`config.mk`:
```
export PLATFORM = sky130hd
export DESIGN_NAME = cordic_iq_phase_detector
export DESIGN_NICKNAME = d
export VERILOG_FILES = /design/src/rtl/cordic_iq_phase_detector.sv
export SDC_FILE = /design/constraint.sdc
export NUM_CORES = 1
export LEC_CHECK = 0
export ABC_AREA = 0
export CAP_MARGIN = 25
export CORE_ASPECT_RATIO = 0.9
export CORE_UTILIZATION = 46
export DETAILED_ROUTE_END_ITERATION = 16
export PLACE_DENSITY_LB_ADDON = 0.3
export SLEW_MARGIN = 20
export SYNTH_ARGS = -nofsm -noshare
export SYNTH_HDL_FRONTEND = slang
export SYNTH_SLANG_ARGS = --single-unit
```
`constraint.sdc`:
```
create_clock -name clk -period 7.75 [get_ports clk]
set_input_delay 1.55 -clock clk [delete_from_list [all_inputs] [get_ports clk]]
set_output_delay 1.55 -clock clk [all_outputs]
set_load 0.005 [all_outputs]
```
`src/rtl/cordic_iq_phase_detector.sv`:
```
// Iterative vectoring-mode CORDIC: one signed I/Q pair in, magnitude (gain K, uncompensated)
// and phase out, one micro-rotation per clock behind a valid/ready input handshake.
module cordic_iq_phase_detector #(
    parameter int INT_DATA_WIDTH  = 20,
    parameter int INT_ANGLE_WIDTH = 32,
    parameter int ITERATIONS_CNT  = 30
) (
    input  logic                          clk,
    input  logic                          rst,
    input  logic                          i_valid,
    output logic                          o_ready,
    input  logic signed [INT_DATA_WIDTH:0] i_cos,
    input  logic signed [INT_DATA_WIDTH:0] i_sin,
    output logic                          o_valid,
    output logic [INT_DATA_WIDTH+1:0]     o_magnitude,
    output logic [INT_ANGLE_WIDTH-1:0]    o_phase
);
    // Fraction bits below the integer LSB keep truncation error out of the phase result.
    localparam int GUARD_BITS = 12;
    localparam int XW         = INT_DATA_WIDTH + 3 + GUARD_BITS;
    localparam int CNT_W      = $clog2(ITERATIONS_CNT + 1);

    typedef enum logic [1:0] {StIdle, StIter, StDone} state_t;

    state_t r_state, w_state_next;

    // round(atan(2^-i) / (2*pi) * 2^INT_ANGLE_WIDTH), derived from a 32-bit reference table.
    function automatic logic [INT_ANGLE_WIDTH-1:0] atan_lut(input int i);
        logic [31:0] a;
        logic [63:0] v;
        case (i)
            0:  a = 32'h20000000;  1:  a = 32'h12E4051E;  2:  a = 32'h09FB385B;
            3:  a = 32'h051111D4;  4:  a = 32'h028B0D43;  5:  a = 32'h0145D7E1;
            6:  a = 32'h00A2F61E;  7:  a = 32'h00517C55;  8:  a = 32'h0028BE53;
            9:  a = 32'h00145F2F;  10: a = 32'h000A2F98;  11: a = 32'h000517CC;
            12: a = 32'h00028BE6;  13: a = 32'h000145F3;  14: a = 32'h0000A2FA;
            15: a = 32'h0000517D;  16: a = 32'h000028BE;  17: a = 32'h0000145F;
            18: a = 32'h00000A30;  19: a = 32'h00000518;  20: a = 32'h0000028C;
            21: a = 32'h00000146;  22: a = 32'h000000A3;  23: a = 32'h00000051;
            24: a = 32'h00000029;  25: a = 32'h00000014;  26: a = 32'h0000000A;
            27: a = 32'h00000005;  28: a = 32'h00000003;  29: a = 32'h00000001;
            30: a = 32'h00000001;  31: a = 32'h00000000;
            default: a = 32'h00000000;
        endcase
        if (i < 32) v = {a, 32'h0};
        else        v = (64'd683565276 << 32) >> i;
        v = v + (64'd1 << (63 - INT_ANGLE_WIDTH));
        return INT_ANGLE_WIDTH'(v >> (64 - INT_ANGLE_WIDTH));
    endfunction

    logic [INT_ANGLE_WIDTH-1:0] w_atan [2**CNT_W];
    for (genvar g = 0; g < 2**CNT_W; g++) begin : g_atan
        assign w_atan[g] = atan_lut(g);
    end

    logic signed [XW-1:0]       r_x, r_y;
    logic [INT_ANGLE_WIDTH-1:0] r_z;
    logic [CNT_W-1:0]           r_cnt;
    logic                       r_zero;
    logic [INT_DATA_WIDTH+1:0]  r_mag;
    logic [INT_ANGLE_WIDTH-1:0] r_phase;

    logic signed [XW-1:0]       w_cos_ext, w_sin_ext;
    logic signed [XW-1:0]       w_x_sh, w_y_sh, w_x_next, w_y_next;
    logic [INT_ANGLE_WIDTH-1:0] w_z_next;
    logic                       w_last, w_accept;

    assign w_cos_ext = {{2{i_cos[INT_DATA_WIDTH]}}, i_cos, {GUARD_BITS{1'b0}}};
    assign w_sin_ext = {{2{i_sin[INT_DATA_WIDTH]}}, i_sin, {GUARD_BITS{1'b0}}};
    assign w_x_sh    = r_x >>> r_cnt;
    assign w_y_sh    = r_y >>> r_cnt;
    assign w_last    = (r_cnt == CNT_W'(ITERATIONS_CNT - 1));
    assign w_accept  = i_valid && o_ready;

    always_comb begin
        if (!r_y[XW-1]) begin
            w_x_next = r_x + w_y_sh;
            w_y_next = r_y - w_x_sh;
            w_z_next = r_z + w_atan[r_cnt];
        end else begin
            w_x_next = r_x - w_y_sh;
            w_y_next = r_y + w_x_sh;
            w_z_next = r_z - w_atan[r_cnt];
        end
    end

    always_ff @(posedge clk or posedge rst) begin
        if (rst) r_state <= StIdle;
        else     r_state <= w_state_next;
    end

    always_comb begin
        w_state_next = r_state;
        o_ready      = 1'b0;
        o_valid      = 1'b0;
        case (r_state)
            StIdle: begin
                o_ready = !rst;
                if (i_valid) w_state_next = StIter;
            end
            StIter: begin
                if (w_last) w_state_next = StDone;
            end
            StDone: begin
                o_ready      = !rst;
                o_valid      = 1'b1;
                w_state_next = i_valid ? StIter : StIdle;
            end
            default: w_state_next = StIdle;
        endcase
    end

    always_ff @(posedge clk or posedge rst) begin
        if (rst) begin
            r_x     <= '0;
            r_y     <= '0;
            r_z     <= '0;
            r_cnt   <= '0;
            r_zero  <= 1'b0;
            r_mag   <= '0;
            r_phase <= '0;
        end else if (w_accept) begin
            r_cnt  <= '0;
            r_zero <= (i_cos == '0) && (i_sin == '0);
            // Left half-plane: rotate by 180 degrees so the vector lies in CORDIC's range.
            if (i_cos[INT_DATA_WIDTH]) begin
                r_x <= -w_cos_ext;
                r_y <= -w_sin_ext;
                r_z <= INT_ANGLE_WIDTH'(1) << (INT_ANGLE_WIDTH - 1);
            end else begin
                r_x <= w_cos_ext;
                r_y <= w_sin_ext;
                r_z <= '0;
            end
        end else if (r_state == StIter) begin
            r_x   <= w_x_next;
            r_y   <= w_y_next;
            r_z   <= w_z_next;
            r_cnt <= r_cnt + 1'b1;
            if (w_last) begin
                r_mag   <= r_zero ? '0 : w_x_next[GUARD_BITS +: INT_DATA_WIDTH + 2];
                r_phase <= r_zero ? '0 : w_z_next;
            end
        end
    end

    assign o_magnitude = r_mag;
    assign o_phase     = r_phase;

endmodule

```
* After elaboration in Yosys (flattened, before gate mapping)
Memory sizes are Yosys's and may differ from the RTL's.
Cells that the tools add are included.
** Cells by class
- Add/sub/neg operators :: 9
- Multiply operators :: 0
- Div/mod/pow operators :: 0
- Order comparisons :: 1
- Equal/unequal tests :: 5
- Shift-type cells :: 2
- Multiplexer cells :: 24
- Bitwise gates (word level) :: 2
- Reductions and logical operators :: 10
** Operators with widths (number)
- $mux 35 :: 8
- $mux 32 :: 7
- $add 35x35->35 :: 2
- $neg 33->35 :: 2
- $sshr 35x5->35 :: 2
- $sub 35x35->35 :: 2
- $logic_not 21->1 :: 2
- $add 32x32->32 :: 1
- $sub 32x32->32 :: 1
- $mux 22 :: 1
- $mux 5 :: 2
- $ge 6x6->1 const B :: 1
- $not 5->6 :: 1
- $pmux 2 s3 :: 1
- $add 5x1->5 const B :: 1
- $eq 5x5->1 const B :: 1
- $mux 2 :: 2
- $ne 2x2->1 const B :: 2
- $mux 1 :: 3
- $reduce_and 3->1 :: 1
- $eq 2x1->1 const B :: 1
- $eq 2x2->1 const B :: 1
- $logic_and 1x1->1 :: 2
- $logic_not 2->1 :: 1
- other kinds (5) :: 5
** Word-level totals
- Flip-flop bits (word level) :: 164
- Latch bits :: 0
- Memory bits (writable) :: 0
- Bits in read-only memories :: 1024
- Input port bits :: 45
- Output and inout port bits :: 56
- Logic and storage cells :: 62
- Memories kept :: 1
** Memory list
- (name not given) :: words 32, width 32, read ports 1, clocked after memory_dff 0, write ports 0, RTL line 83 : w_z_next = r_z - w_atan[r_cnt];

* Longest topological paths before layout
- Word-level depth :: 8
- Mapped depth :: 28
- Depth with buffers taken out :: 23

* Worst setup path after synthesis
Ideal clock, no wire load.
- Path type :: input to register
- From :: input port rst
- To :: register r_y[2]
- Setup time :: 122 ps
- Arrival :: 6019 ps
- Data required time :: 7628 ps
- Slack :: 1609 ps
- Stages on the path :: 5
- Path through :: inv_1 > nand2b_1 > clkbuf_1 > clkbuf_1 > a32o_1
** On the way
- Cells in the longest elaborated chain, start to end :: 4
- Elaborated cells between the ends (all ways) :: 5
- Classes of those cells :: mux (2); reduce/logical (3)
** RTL lines
- start: declaration :: RTL line 9 : input logic rst,
- $logic_not 1->1 (no line) (*)
- $mux 1 (*)
- $logic_and 1x1->1 (*) :: RTL line 73 : assign w_accept = i_valid && o_ready;
- $mux 35 / $reduce_bool 2->1 (equally long branches)
- end signal: assignment :: RTL line 128 : r_y <= -w_sin_ext;
- end signal: assignment :: RTL line 132 : r_y <= w_sin_ext;
- end signal: assignment :: RTL line 137 : r_y <= w_y_next;
- end: declaration :: RTL line 56 : logic signed [XW-1:0] r_x, r_y;
Mark *: on every way between the ends. The rest lies on a longest branch, timed or not.
A chain may end at the register's enable or synchronous reset.

* Final worst setup path
- From :: register r_cnt[1]
- To :: register r_x[34]
** On the way
- Cells in the longest elaborated chain, start to end :: 5
- Elaborated cells between the ends (all ways) :: 6
- Classes of those cells :: add/sub (2); shift (1); mux (3)
** RTL lines
- start: declaration :: RTL line 58 : logic [CNT_W-1:0] r_cnt;
- start signal: assignment :: RTL line 139 : r_cnt <= r_cnt + 1'b1;
- $sshr 35x5->35 (*) :: RTL line 71 : assign w_y_sh = r_y >>> r_cnt;
- $add 35x35->35 / $sub 35x35->35 (equally long branches) :: RTL line 77, 81
- $mux 35 (*) :: RTL line 76 : if (!r_y[XW-1]) begin
- $mux 35 (*) :: RTL line 135 : end else if (r_state == StIter) begin
- $mux 35 (*) :: RTL line 122 : end else if (w_accept) begin
- end signal: assignment :: RTL line 127 : r_x <= -w_cos_ext;
- end signal: assignment :: RTL line 131 : r_x <= w_cos_ext;
- end signal: assignment :: RTL line 136 : r_x <= w_x_next;
- end: declaration :: RTL line 56
Mark *: on every way between the ends. The rest lies on a longest branch, timed or not. The select of a mux whose other input is x is not followed.

==> flow_metrics.tcl <==
set metrics [dict create \
    ys_top_cells_by_count "243 x nand2_1, 189 x o21ai_0, 164 x dfrtp_1, 160 x nor2_1, 155 x a21oi_1" \
    cts.sinks 164 \
    slew_viol_final 0 \
    io_pins 101 \
    fmax_ghz 0.136 \
    drtIter0Drc 2582 \
    hold_path_depth 2 \
    final_nets 2537 \
    max-cap-violations 0 \
    layout.cells.non_filler 2949 \
    synth_area_um2 20100 \
    area_growth_pct 9.05 \
    synth_cell_types 98 \
    core_um2 43100 \
    ctsHtreeMaxLevel 4 \
    detail-route-antenna-nets 0 \
    synth_area_per_cell_um2 8.47 \
    start_util_pct 46.7 \
    yosysSeqAreaShare_pct 20.4 \
    syn_nets 2533 \
    worstMarginPinSlew_ns 1.07 \
    worstPathCellList "buf_12 > clkinv_1 > a311oi_1 > nor2_1 > a221oi_1 > nand4_1 > a2111oi_2 > and2_1 > xnor2_1 > o22ai_1 > ha_1 > a21o_1 > a21oi_1 > nand2_1 > or3_1 > a311o_1 > or3_1 > a211oi_1 > xnor3_1 > a22o_1" \
    critPathKind "flop to flop" \
    portBuffers 100 \
    die_x_um 222 \
    cp_max_fo 56 \
    slowest_stage "dfrtp_4" \
    n_fill_cell 4103 \
    via_per_inst 6.79 \
    setup_viol 0 \
    ys_ff_latch 164 \
    insertion_delay_ns 0.51 \
    cts.clk_slew.worst_paths_ns 0.07 \
    synth_top_family_by_area "compound AO/OA/AOI/OAI gates" \
    rrSetupSlack_ns 0.38 \
    ctsResizeCount 0 \
    die_area_um2 44600 \
    synth_top_area_share_pct 20.4 \
    crit_buf_inv 2 \
    grt_pass1_wl_mm 117 \
    timing.rr.end "r_x[34]$_DFFE_PP0P_" \
    synth_xor_area_share_pct 8.85 \
    fp.dieH_um 200 \
    synthMuxAreaShare_pct 14.9 \
    timing.critical_path.slowest_cell_delay_ns 0.82 \
    r2r_cells 20 \
    holdPathEnd "o_phase[10]$_DFFE_PP0P_" \
    crit_top_cell "or3_1" \
    synth_area_leaders "dfrtp_1 20%, ha_1 6.8%, mux4_2 5.8%" \
    required_ns 8.14 \
    finish.utilization_pct 51.0 \
    track_usage_pct 34.0 \
    grt_start_max_net_pins 97 \
    synth_top_area_cell "dfrtp_1" \
    synth_fa_ha_area_share_pct 7.14 \
    drt_pre_antenna_iters 6 \
    relSlewSlack_pct 28.4 \
    hp-class "flop to flop" \
    grt_pass1_vias 19000 \
    start_kind "flop" \
    antenna_found_initial 4 \
    r2r-start "r_cnt[1]$_DFFE_PP0P_" \
    cts_buffers 17 \
    synth_edf_count 0 \
    yosys_warnings 0 \
    post_drt_wl_per_cell_um 25.8 \
    cts_root_buf "clkbuf_16" \
    drc 0 \
    syn_inst 2375 \
    hold_violations 0 \
    hp-start "o_phase[10]$_DFFE_PP0P_" \
    place_congestion 1.00 \
    floorplan.rows 72 \
    cts_tree "yes" \
    end_kind "flop" \
    status "finished, final reports clean" \
    cpLargestDelayFamily "compound AO/OA/AOI/OAI gates" \
    finalCriticalPeriod_ns 7.37 \
    gr-total-overflow 0 \
    fin_crit_sh_pct 95.1 \
    post-cts-setup-buffers 0 \
    synth-async-reset-ratio_pct 100 \
    synth_compound_area_share_pct 25.6 \
    clockBufferDepth 2 \
    drive_gt1_share_pct 9.66 \
    drt_wl_total_mm 76.1 \
    yosysMostFrequentCell "nand2_1" \
    dp_hpwl_mm 57.2 \
    cts_hold_buf 0 \
    critPathArrivalTime_ns 7.76 \
    synth_ff_type "dfrtp_1" \
    placed_cells 2915 \
    finClkSkew_ns 0.0113 \
    synthSimpleGateAreaFrac_pct 17.6 \
    finalSetupTns_ns 0 \
    num_vias 20000 \
    grt_setup_unrepaired "no" \
]
==> layer usage <==
metal,up-vias,track usage (%),wire (um)
met1,9808,47.6,32900
met2,1061,51.4,33200
met4,2,13.6,2740
met5,-,0,12
met3,176,6.44,7270
li1,8987,-,-
==> layout make-up <==
cell class                 count  area, um2  share of cell area [%]
inverter                      62        238                    1.08
clock inverter                12        123                   0.559
antenna                        2       5.00                  0.0228
timing repair buffer         145       1370                    6.25
sequential                   164       4120                    18.8
multi-input combinational   1989      15000                    68.1
clock buffer                  20        447                    2.03
tap                          555        694                    3.16
==> worst max path at each step <==
stage	from	end	slack, ns	cells after the start
2_1_floorplan	rst	r_y[2]$_DFFE_PP0P_	1.61	5
6_report	r_cnt[1]$_DFFE_PP0P_	r_x[34]$_DFFE_PP0P_	0.38	20
5_1_grt	r_cnt[1]$_DFFE_PP0P_	r_x[34]$_DFFE_PP0P_	0.17	20
3_3_place_gp	r_cnt[1]$_DFFE_PP0P_	r_x[34]$_DFFE_PP0P_	0.74	20
4_1_cts	r_cnt[1]$_DFFE_PP0P_	r_x[34]$_DFFE_PP0P_	0.61	20
3_5_place_dp	r_cnt[1]$_DFFE_PP0P_	r_x[34]$_DFFE_PP0P_	0.65	20
==> state kept, by name, indices dropped and copies added (netlist names) <==
| signal | count |
|---|---|
| r_state | 2 |
| r_y | 35 |
| r_cnt | 5 |
| r_z | 32 |
| o_phase | 32 |
| r_x | 35 |
| r_zero | 1 |
| o_magnitude | 22 |
==> worst reg2reg max path, delay by kind of cell (launching register included) <==
kind                     cells  cell delay (ns)
XOR/XNOR                     2             0.44
AO/OA/AOI/OAI                9             3.08
adder cells (fa/ha/maj)      1             0.38
AND/OR/NAND/NOR              6             1.77
flip-flops                   1             0.82
buffers and inverters        2             0.79
==> kinds of logic after synthesis <==
group,after synthesis
buffers and inverters,222
AO/OA/AOI/OAI,767
adder cells (fa/ha/maj),113
multiplexers,181
XOR/XNOR,200
flip-flops,164
AND/OR/NAND/NOR,728
==> cells in the final DEF (no fill, tap or decap), types with 33 or more instances in the layout <==
master,instances
mux4_2,52
ha_1,110
a21o_1,44
nand2_1,242
mux2i_1,58
o21ai_0,189
mux2_2,40
nand3_1,88
xnor2_1,108
a21oi_1,155
a31oi_1,46
buf_4,42
inv_1,58
dfrtp_1,158
nand2b_1,33
xor2_1,90
clkdlybuf4s50_1,99
nor2_1,157
==> metrics by stage <==
step	hold WS [ns]	setup WS [ns]	instance area, um2
6_report	0.479	0.376	21900
5_1_grt	0.499	0.170	21900
4_1_cts	0.484	0.610	21900
3_5_place_dp	0.469	0.651	21400
3_3_place_gp	0.465	0.738	21400
2_1_floorplan	0.456	1.61	20100
Power is left out: the tool's default activity adds up to more than one toggle a clock period on the data nets, which glitch-free logic cannot reach.
